==> config.mk <==
export PLATFORM = sky130hd
export DESIGN_NAME = mul4_seq_ctrl_flat
export DESIGN_NICKNAME = d
export VERILOG_FILES = /design/src/rtl/mul4_seq_ctrl_if.sv /design/src/rtl/mul4_seq_ctrl.sv /design/src/flat_wrapper.sv
export SDC_FILE = /design/constraint.sdc
export NUM_CORES = 1
export LEC_CHECK = 0
export ABC_AREA = 1
export BUFFER_PORTS_ARGS = -buffer_cell sky130_fd_sc_hd__buf_2
export CELL_PAD_IN_SITES_DETAIL_PLACEMENT = 2
export CELL_PAD_IN_SITES_GLOBAL_PLACEMENT = 2
export CORE_MARGIN = 8
export CORE_UTILIZATION = 29
export CTS_CLUSTER_SIZE = 28
export DETAILED_ROUTE_END_ITERATION = 8
export GPL_ROUTABILITY_DRIVEN = 0
export PLACE_DENSITY = 0.86
export SLEW_MARGIN = 20
export SYNTH_ARGS = -nofsm -noshare
export SYNTH_HDL_FRONTEND = slang
export SYNTH_SLANG_ARGS = --single-unit
==> constraint.sdc <==
create_clock -name clk -period 2.4 [get_ports clk]
set_input_delay 0.48 -clock clk [delete_from_list [all_inputs] [get_ports clk]]
set_output_delay 0.48 -clock clk [all_outputs]
set_load 0.01 [all_outputs]
==> src/rtl/mul4_seq_ctrl_if.sv <==
// rtl/mul4_seq_ctrl_if.sv - request/response bundle between requester and the 4x4 multiplier
interface mul4_seq_ctrl_if;
    logic       start;
    logic [3:0] multiplicand;
    logic [3:0] multiplier;
    logic       ready;
    logic       busy;
    logic       done;
    logic [7:0] product;

    modport master (
        output start, multiplicand, multiplier,
        input  ready, busy, done, product
    );

    modport slave (
        input  start, multiplicand, multiplier,
        output ready, busy, done, product
    );
endinterface

==> src/rtl/mul4_seq_ctrl.sv <==
// rtl/mul4_seq_ctrl.sv - sequential 4x4 shift-and-add multiplier around a shared 4-bit ripple adder
module Adder (
    input  logic [3:0] x,
    input  logic [3:0] y,
    input  logic       cin,
    output logic [3:0] s,
    output logic       cout
);
    logic carry;

    always_comb begin
        carry = cin;
        s     = '0;
        for (int i = 0; i < 4; i++) begin
            s[i]  = x[i] ^ y[i] ^ carry;
            carry = (x[i] & y[i]) | (carry & (x[i] ^ y[i]));
        end
        cout = carry;
    end
endmodule

module mul4_seq_ctrl (
    input  logic               clk,
    input  logic               rst_n,
    mul4_seq_ctrl_if.slave     bus
);
    typedef enum logic [1:0] {
        S_IDLE = 2'd0,
        S_CALC = 2'd1,
        S_DONE = 2'd2
    } state_t;

    state_t     state;
    state_t     state_next;

    logic [3:0] m;
    logic [3:0] a;
    logic [3:0] q;
    logic       c;
    logic [1:0] cnt;
    logic [7:0] product;

    logic [3:0] add_s;
    logic       add_cout;
    logic       sum_c;
    logic [3:0] sum_a;
    logic [3:0] shift_a;
    logic [3:0] shift_q;
    logic [1:0] cnt_inc;
    logic       last_step;

    logic       ready_d;
    logic       busy_d;
    logic       done_d;

    Adder u_adder (
        .x    (a),
        .y    (m),
        .cin  (1'b0),
        .s    (add_s),
        .cout (add_cout)
    );

    // c is cleared on accept and by every shift, so the no-add path keeps {0,A}
    always_comb begin
        sum_c = c;
        sum_a = a;
        if (q[0]) begin
            sum_c = add_cout;
            sum_a = add_s;
        end
        shift_a = {sum_c, sum_a[3:1]};
        shift_q = {sum_a[0], q[3:1]};
    end

    // Two-bit step counter as explicit toggle logic; the shared Adder is the only adder
    always_comb begin
        cnt_inc   = {cnt[1] ^ cnt[0], ~cnt[0]};
        last_step = (cnt == 2'd3);
    end

    always_ff @(posedge clk) begin
        if (!rst_n) begin
            state <= S_IDLE;
        end else begin
            state <= state_next;
        end
    end

    always_comb begin
        state_next = state;
        ready_d    = 1'b0;
        busy_d     = 1'b0;
        done_d     = 1'b0;
        case (state)
            S_IDLE: begin
                ready_d = 1'b1;
                if (bus.start) begin
                    state_next = S_CALC;
                end
            end
            S_CALC: begin
                busy_d = 1'b1;
                if (last_step) begin
                    state_next = S_DONE;
                end
            end
            S_DONE: begin
                busy_d     = 1'b1;
                done_d     = 1'b1;
                state_next = S_IDLE;
            end
            default: begin
                state_next = S_IDLE;
            end
        endcase
    end

    always_ff @(posedge clk) begin
        if (!rst_n) begin
            m       <= '0;
            a       <= '0;
            q       <= '0;
            c       <= 1'b0;
            cnt     <= '0;
            product <= '0;
        end else begin
            case (state)
                S_IDLE: begin
                    if (bus.start) begin
                        m   <= bus.multiplicand;
                        q   <= bus.multiplier;
                        a   <= '0;
                        c   <= 1'b0;
                        cnt <= '0;
                    end
                end
                S_CALC: begin
                    a   <= shift_a;
                    q   <= shift_q;
                    c   <= 1'b0;
                    cnt <= cnt_inc;
                    if (last_step) begin
                        product <= {shift_a, shift_q};
                    end
                end
                default: begin
                end
            endcase
        end
    end

    assign bus.ready   = ready_d;
    assign bus.busy    = busy_d;
    assign bus.done    = done_d;
    assign bus.product = product;
endmodule

==> src/flat_wrapper.sv <==
// flat-port wrapper written by rule: the top's interface ports become plain ports
module mul4_seq_ctrl_flat 
  (clk, rst_n, bus_start, bus_multiplicand, bus_multiplier, bus_ready, bus_busy, bus_done, bus_product);
  mul4_seq_ctrl_if bus_i ();
  input  logic clk;
  input  logic rst_n;
  input wire logic [$bits(bus_i.start)-1:0] bus_start;
  input wire logic [$bits(bus_i.multiplicand)-1:0] bus_multiplicand;
  input wire logic [$bits(bus_i.multiplier)-1:0] bus_multiplier;
  output wire logic [$bits(bus_i.ready)-1:0] bus_ready;
  output wire logic [$bits(bus_i.busy)-1:0] bus_busy;
  output wire logic [$bits(bus_i.done)-1:0] bus_done;
  output wire logic [$bits(bus_i.product)-1:0] bus_product;
  assign bus_i.start = bus_start;
  assign bus_i.multiplicand = bus_multiplicand;
  assign bus_i.multiplier = bus_multiplier;
  assign bus_ready = bus_i.ready;
  assign bus_busy = bus_i.busy;
  assign bus_done = bus_i.done;
  assign bus_product = bus_i.product;
  mul4_seq_ctrl u_core (.clk(clk), .rst_n(rst_n), .bus(bus_i));
endmodule
; ---- Word-level counts from Yosys, hierarchy flattened
; Index checks and enable logic that the tools add are counted.
[word_totals]
output_inout_bits = 11
input_bits = 11
reg_bits = 25
elab_cells = 54
[classes]
n_bitwise = 19
eq_ne = 5
muxes = 16
n_reduce_logical = 7
[ops]
columns = cell, n
row1 = $pmux W4 S2, 2
row2 = $mux W4, 3
row3 = $pmux W2 S2, 2
row4 = $reduce_and A2 Y1, 4
row5 = $xor A1 B1 Y1, 8
row6 = $and A1 B1 Y1, 7
row7 = $mux W2, 3
row8 = $mux W1, 5
row9 = $eq A2 B2 Y1 const B, 2
row10 = $or A1 B1 Y1, 3
row11 = $eq A2 B1 Y1 const B, 1
row12 = $logic_not A2 Y1, 1
row13 = $ne A2 B1 Y1 const B, 1
row14 = $ne A2 B2 Y1 const B, 1
row15 = $pmux W1 S2, 1
row16 = $reduce_bool A2 Y1, 1
row17 = $reduce_or A2 Y1, 1
row18 = $not A1 Y1, 1

; ---- Logic depth before layout (Yosys ltp)
[depth]
depth_word = 9
mapped_depth = 10
mapped_depth_nobuf = 10

; ---- By module
; A second synthesis with hierarchy kept.
[unflattened]
cells_unflattened = 165
hier_area_um2 = 1188.6
[by_module_without_submodules]
columns = mod, cells_per_inst, seq_area_each_um2, area_per_inst_um2, instances
row1 = mul4_seq_ctrl, 151, 480.5, 1071.0, 1
row2 = Adder, 14, 0.0, 117.6, 1

; ---- Worst setup path before layout
; OpenSTA, ideal clock, no wires.
[synth_timing]
path_type = reg2reg
from = reg u_core.a[0]
to = reg u_core.a[2]
t_required_ns = 2.330
arrival_time_ns = 1.844
path_buffers = 0
setup_time_ns = 0.070
slack_ns = 0.486
stages_incl_launch_ff = 11
period_less_slack_ns = 1.914
cell_sequence = dfxtp_1 -> ha_1 -> inv_1 -> fa_1 -> inv_1 -> fa_1 -> fa_1 -> nand2_1 -> nand2_1 -> nand2_1 -> a21oi_1
[synth_between]
elab_chain_cells = 8
[synth_rtl]
columns = item, line
row1 = from (decl), mul4_seq_ctrl.sv:37  ; logic [3:0] a;
row2 = from (signal assigned), mul4_seq_ctrl.sv:139  ; a <= shift_a;
row3 = $and A1 B1 Y1 (2 in a row), mul4_seq_ctrl.sv:16  ; carry = (x[i] & y[i]) | (carry & (x[i] ^ y[i]));
row4 = $or A1 B1 Y1, mul4_seq_ctrl.sv:16
row5 = $and A1 B1 Y1, mul4_seq_ctrl.sv:16
row6 = $or A1 B1 Y1, mul4_seq_ctrl.sv:16
row7 = $xor A1 B1 Y1, mul4_seq_ctrl.sv:15  ; s[i] = x[i] ^ y[i] ^ carry;
row8 = $mux W4, mul4_seq_ctrl.sv:68  ; if (q[0]) begin
row9 = $pmux W4 S2, mul4_seq_ctrl.sv:128  ; case (state)
; No other way between the ends.
; A chain may end at the register's enable or synchronous reset.

; ---- Worst setup path in the final report
; Ends and elaborated chain as after synthesis.

==> impl_metrics.env <==
export IMPL_dieArea_mm2=0.006225
export IMPL_cts_buffers=3
export IMPL_layout_common_cells="nand2_1 (41), nor2_1 (30), dfxtp_1 (24)"
export IMPL_status="finished, final reports clean"
export IMPL_yosys_cell_types_count=16
export IMPL_die_h_um=78.90
export IMPL_syn_area_mm2=0.001147
export IMPL_finalSetupViolations=0
export IMPL_rsz0062_at_grt="no"
export IMPL_relSlewSlack=0.6918
export IMPL_r2r_start="u_core.a[0]$_SDFFE_PN0P_"
export IMPL_cts_tree="done"
export IMPL_tightest_slew_ns=0.4623
export IMPL_cts_hold_buffers_added=0
export IMPL_final_common_cell="nand2_1"
export IMPL_clk_pin_slew_worst_paths_ns=0.09
export IMPL_hold_depth=3
export IMPL_r2r_slack_ns=0.30
export IMPL_crit_arrival_ns=2.31
export IMPL_slowest_stage="fa_1"
export IMPL_synth_fp_nets=177
export IMPL_final_util=0.3459
export IMPL_p_sw_frac=0.2777
export IMPL_holdCritPathClass="primary input to flip-flop"
export IMPL_die_x_um=78.90
export IMPL_crit_type="flip-flop to flip-flop"
export IMPL_critPathRequiredTime_ns=2.61
export IMPL_fin_tns_setup_ns=0
export IMPL_drt_iter0_drc=38
export IMPL_power_share_clock=0.340
export IMPL_clock_latency_ns=0.27
export IMPL_crit_start="u_core.a[0]$_SDFFE_PN0P_"
export IMPL_drive_above_1_share=0.1713
export IMPL_post_cts_resized=0
export IMPL_skew_ns=0.004544
export IMPL_h_tree_depth=1
export IMPL_peakVddDrop_v=0.0003122
export IMPL_power_switching_mw=0.2306
export IMPL_crit_fanout=3
export IMPL_p_int_mw=0.5997
export IMPL_path_buf_inv=2
export IMPL_post_dp_hpwl_um=2668
export IMPL_power_density_mw_per_mm2=613.3
export IMPL_critPathTopFamily="adder cells"
export IMPL_cts_setup_buffers=0
export IMPL_insertedDiodeCount=0
export IMPL_port_buffer_count=21
export IMPL_grt_use_total=0.1223
export IMPL_dpl_cell_area_mm2=0.001299
export IMPL_first_global_vias=1237
export IMPL_wl_per_cell_um=15.09
export IMPL_drv_cap=0
export IMPL_p_comb_frac=0.144
export IMPL_ant_nets=0
export IMPL_syn_area_per_cell_um2=7.262
export IMPL_path_cells="ha_1, inv_1, fa_1, inv_1, fa_1, fa_1, nand2_1, nand2_1, nand2_1, a21oi_1"
export IMPL_timing_rr_end="u_core.a[2]$_SDFFE_PN0P_"
export IMPL_grt_pass1_wl_um=6099
export IMPL_cp_depth=10
export IMPL_power_leakage_nw=0.6674
export IMPL_final_max_slew_viol_count=0
export IMPL_totalWireLength_um=3486
export IMPL_yosysWarnings=0
export IMPL_r2r_cells=10
export IMPL_boundaryPins=22
export IMPL_root_buffer="clkbuf_8"
export IMPL_overflow=0
export IMPL_finalHoldViolCount=0
export IMPL_endpoint="u_core.a[2]$_SDFFE_PN0P_"
export IMPL_start_util=0.2932
export IMPL_syn_inst=158
export IMPL_cp_end_kind="flip-flop"
export IMPL_first_pass_iters=4
export IMPL_final_design_area_no_fill_mm2=0.001354
export IMPL_cts_sinks=24
export IMPL_grt_max_degree=19
export IMPL_rows=23
export IMPL_coreArea_mm2=0.003914
export IMPL_ys_seq_area_frac=0.4188
export IMPL_fmax_ghz=0.4769
export IMPL_seq_power_share=0.516
export IMPL_slowest_delay_ns=0.49
export IMPL_area_growth_syn_to_layout_pct=17.99
export IMPL_timing_hold_ws_ns=0.4626
export IMPL_ctsLongestPathBuffers=2
export IMPL_fin_crit_sh=0.8737
export IMPL_antenna_found_initial=0
export IMPL_synth_seq_cells=24
export IMPL_fin_crit_ns=2.097
export IMPL_drc=0
export IMPL_final_net_count=201
export IMPL_cp_start_kind="flip-flop"
export IMPL_detail_route_vias_per_cell=4.758
export IMPL_via_count=1099
-- power by group through the flow --
stage          Clock, mW  Combinational (mW)  Sequential [mW]
2_1_floorplan          0              0.0819            0.434
3_3_place_gp           0               0.110            0.437
3_5_place_dp           0               0.119            0.438
4_1_cts            0.289               0.122            0.429
5_1_grt            0.313               0.135            0.432
6_report           0.282               0.119            0.429
-- worst reg2reg max path: stages (launching register included) --
cell     delay, ns
dfxtp_1       0.33
ha_1          0.19
inv_1         0.06
fa_1          0.17
inv_1         0.06
fa_1          0.37
fa_1          0.49
nand2_1       0.05
nand2_1       0.11
nand2_1       0.07
a21oi_1       0.12
-- metal layers --
metal / track usage / up-vias / routed length [um]
met5: 0 / - / 0
met4: 0.02778 / 0 / 22
met3: 0.04063 / 2 / 182
met2: 0.2113 / 22 / 1701
met1: 0.1428 / 536 / 1579
li1: - / 539 / -
-- sequential cells by signal (all words and copies together) (netlist names) --
signal,cells
u_core.cnt,2
u_core.state,2
u_core.m,4
u_core.a,4
u_core.bus.product,8
u_core.q,4
-- metrics by stage --
step,instances,power (mW),setup WS (ns)
final,231,0.8302,0.3032
after CTS,231,0.8403,0.2986
after global placement,227,0.5471,0.4383
after floorplan,158,0.5156,0.4862
after detailed placement,227,0.5574,0.3440
after global routing,231,0.8796,0.1502
-- area by class of cell --
| class | instances | area, um2 |
|---|---|---|
| fill | 476 | 2560 |
| multi-input combinational | 113 | 576.8 |
| sequential | 24 | 480.5 |
| timing repair buffer | 21 | 105.1 |
| inverter | 19 | 73.82 |
| tap | 50 | 62.56 |
| clock buffer | 4 | 55.05 |
-- synthesized netlist by cell type --
cell type  number  area share
fa_1            3       0.052
nor2_1         30       0.098
inv_1          17       0.056
nand2_4         2       0.020
nand2_1        41        0.13
a21oi_1        11       0.048
inv_4           1      0.0055
a21oi_2         1      0.0076
inv_2           1      0.0033
nand3_1         3       0.013
dfxtp_1        24        0.42
buf_2           1      0.0044
nand2_2         1      0.0055
ha_1            5       0.055
o21ai_0        16       0.070
buf_6           1      0.0098
-- worst min path at each step --
| stage | startpoint | to | slack, ns |
|---|---|---|---|
| 2_1_floorplan | u_core.cnt[1]$_SDFFE_PN0P_ | u_core.cnt[1]$_SDFFE_PN0P_ | 0.44 |
| 3_3_place_gp | u_core.cnt[1]$_SDFFE_PN0P_ | u_core.cnt[1]$_SDFFE_PN0P_ | 0.45 |
| 3_5_place_dp | u_core.cnt[1]$_SDFFE_PN0P_ | u_core.cnt[1]$_SDFFE_PN0P_ | 0.47 |
| 4_1_cts | bus_multiplicand[2] | u_core.m[2]$_SDFFE_PN0P_ | 0.47 |
| 5_1_grt | bus_multiplicand[2] | u_core.m[2]$_SDFFE_PN0P_ | 0.50 |
| 6_report | bus_multiplicand[2] | u_core.m[2]$_SDFFE_PN0P_ | 0.46 |
-- cell families (layout without fill, tap and decap cells) --
logic type / after synthesis / in the layout / synth area share
AO/OA/AOI/OAI: 28 / 28 / 0.1254
adder cells (fa/ha/maj): 8 / 8 / 0.1069
buffers and inverters: 21 / 44 / 0.07851
flip-flops: 24 / 24 / 0.4188
AND/OR/NAND/NOR: 77 / 77 / 0.2704
Power figures use the tool's default switching activity.
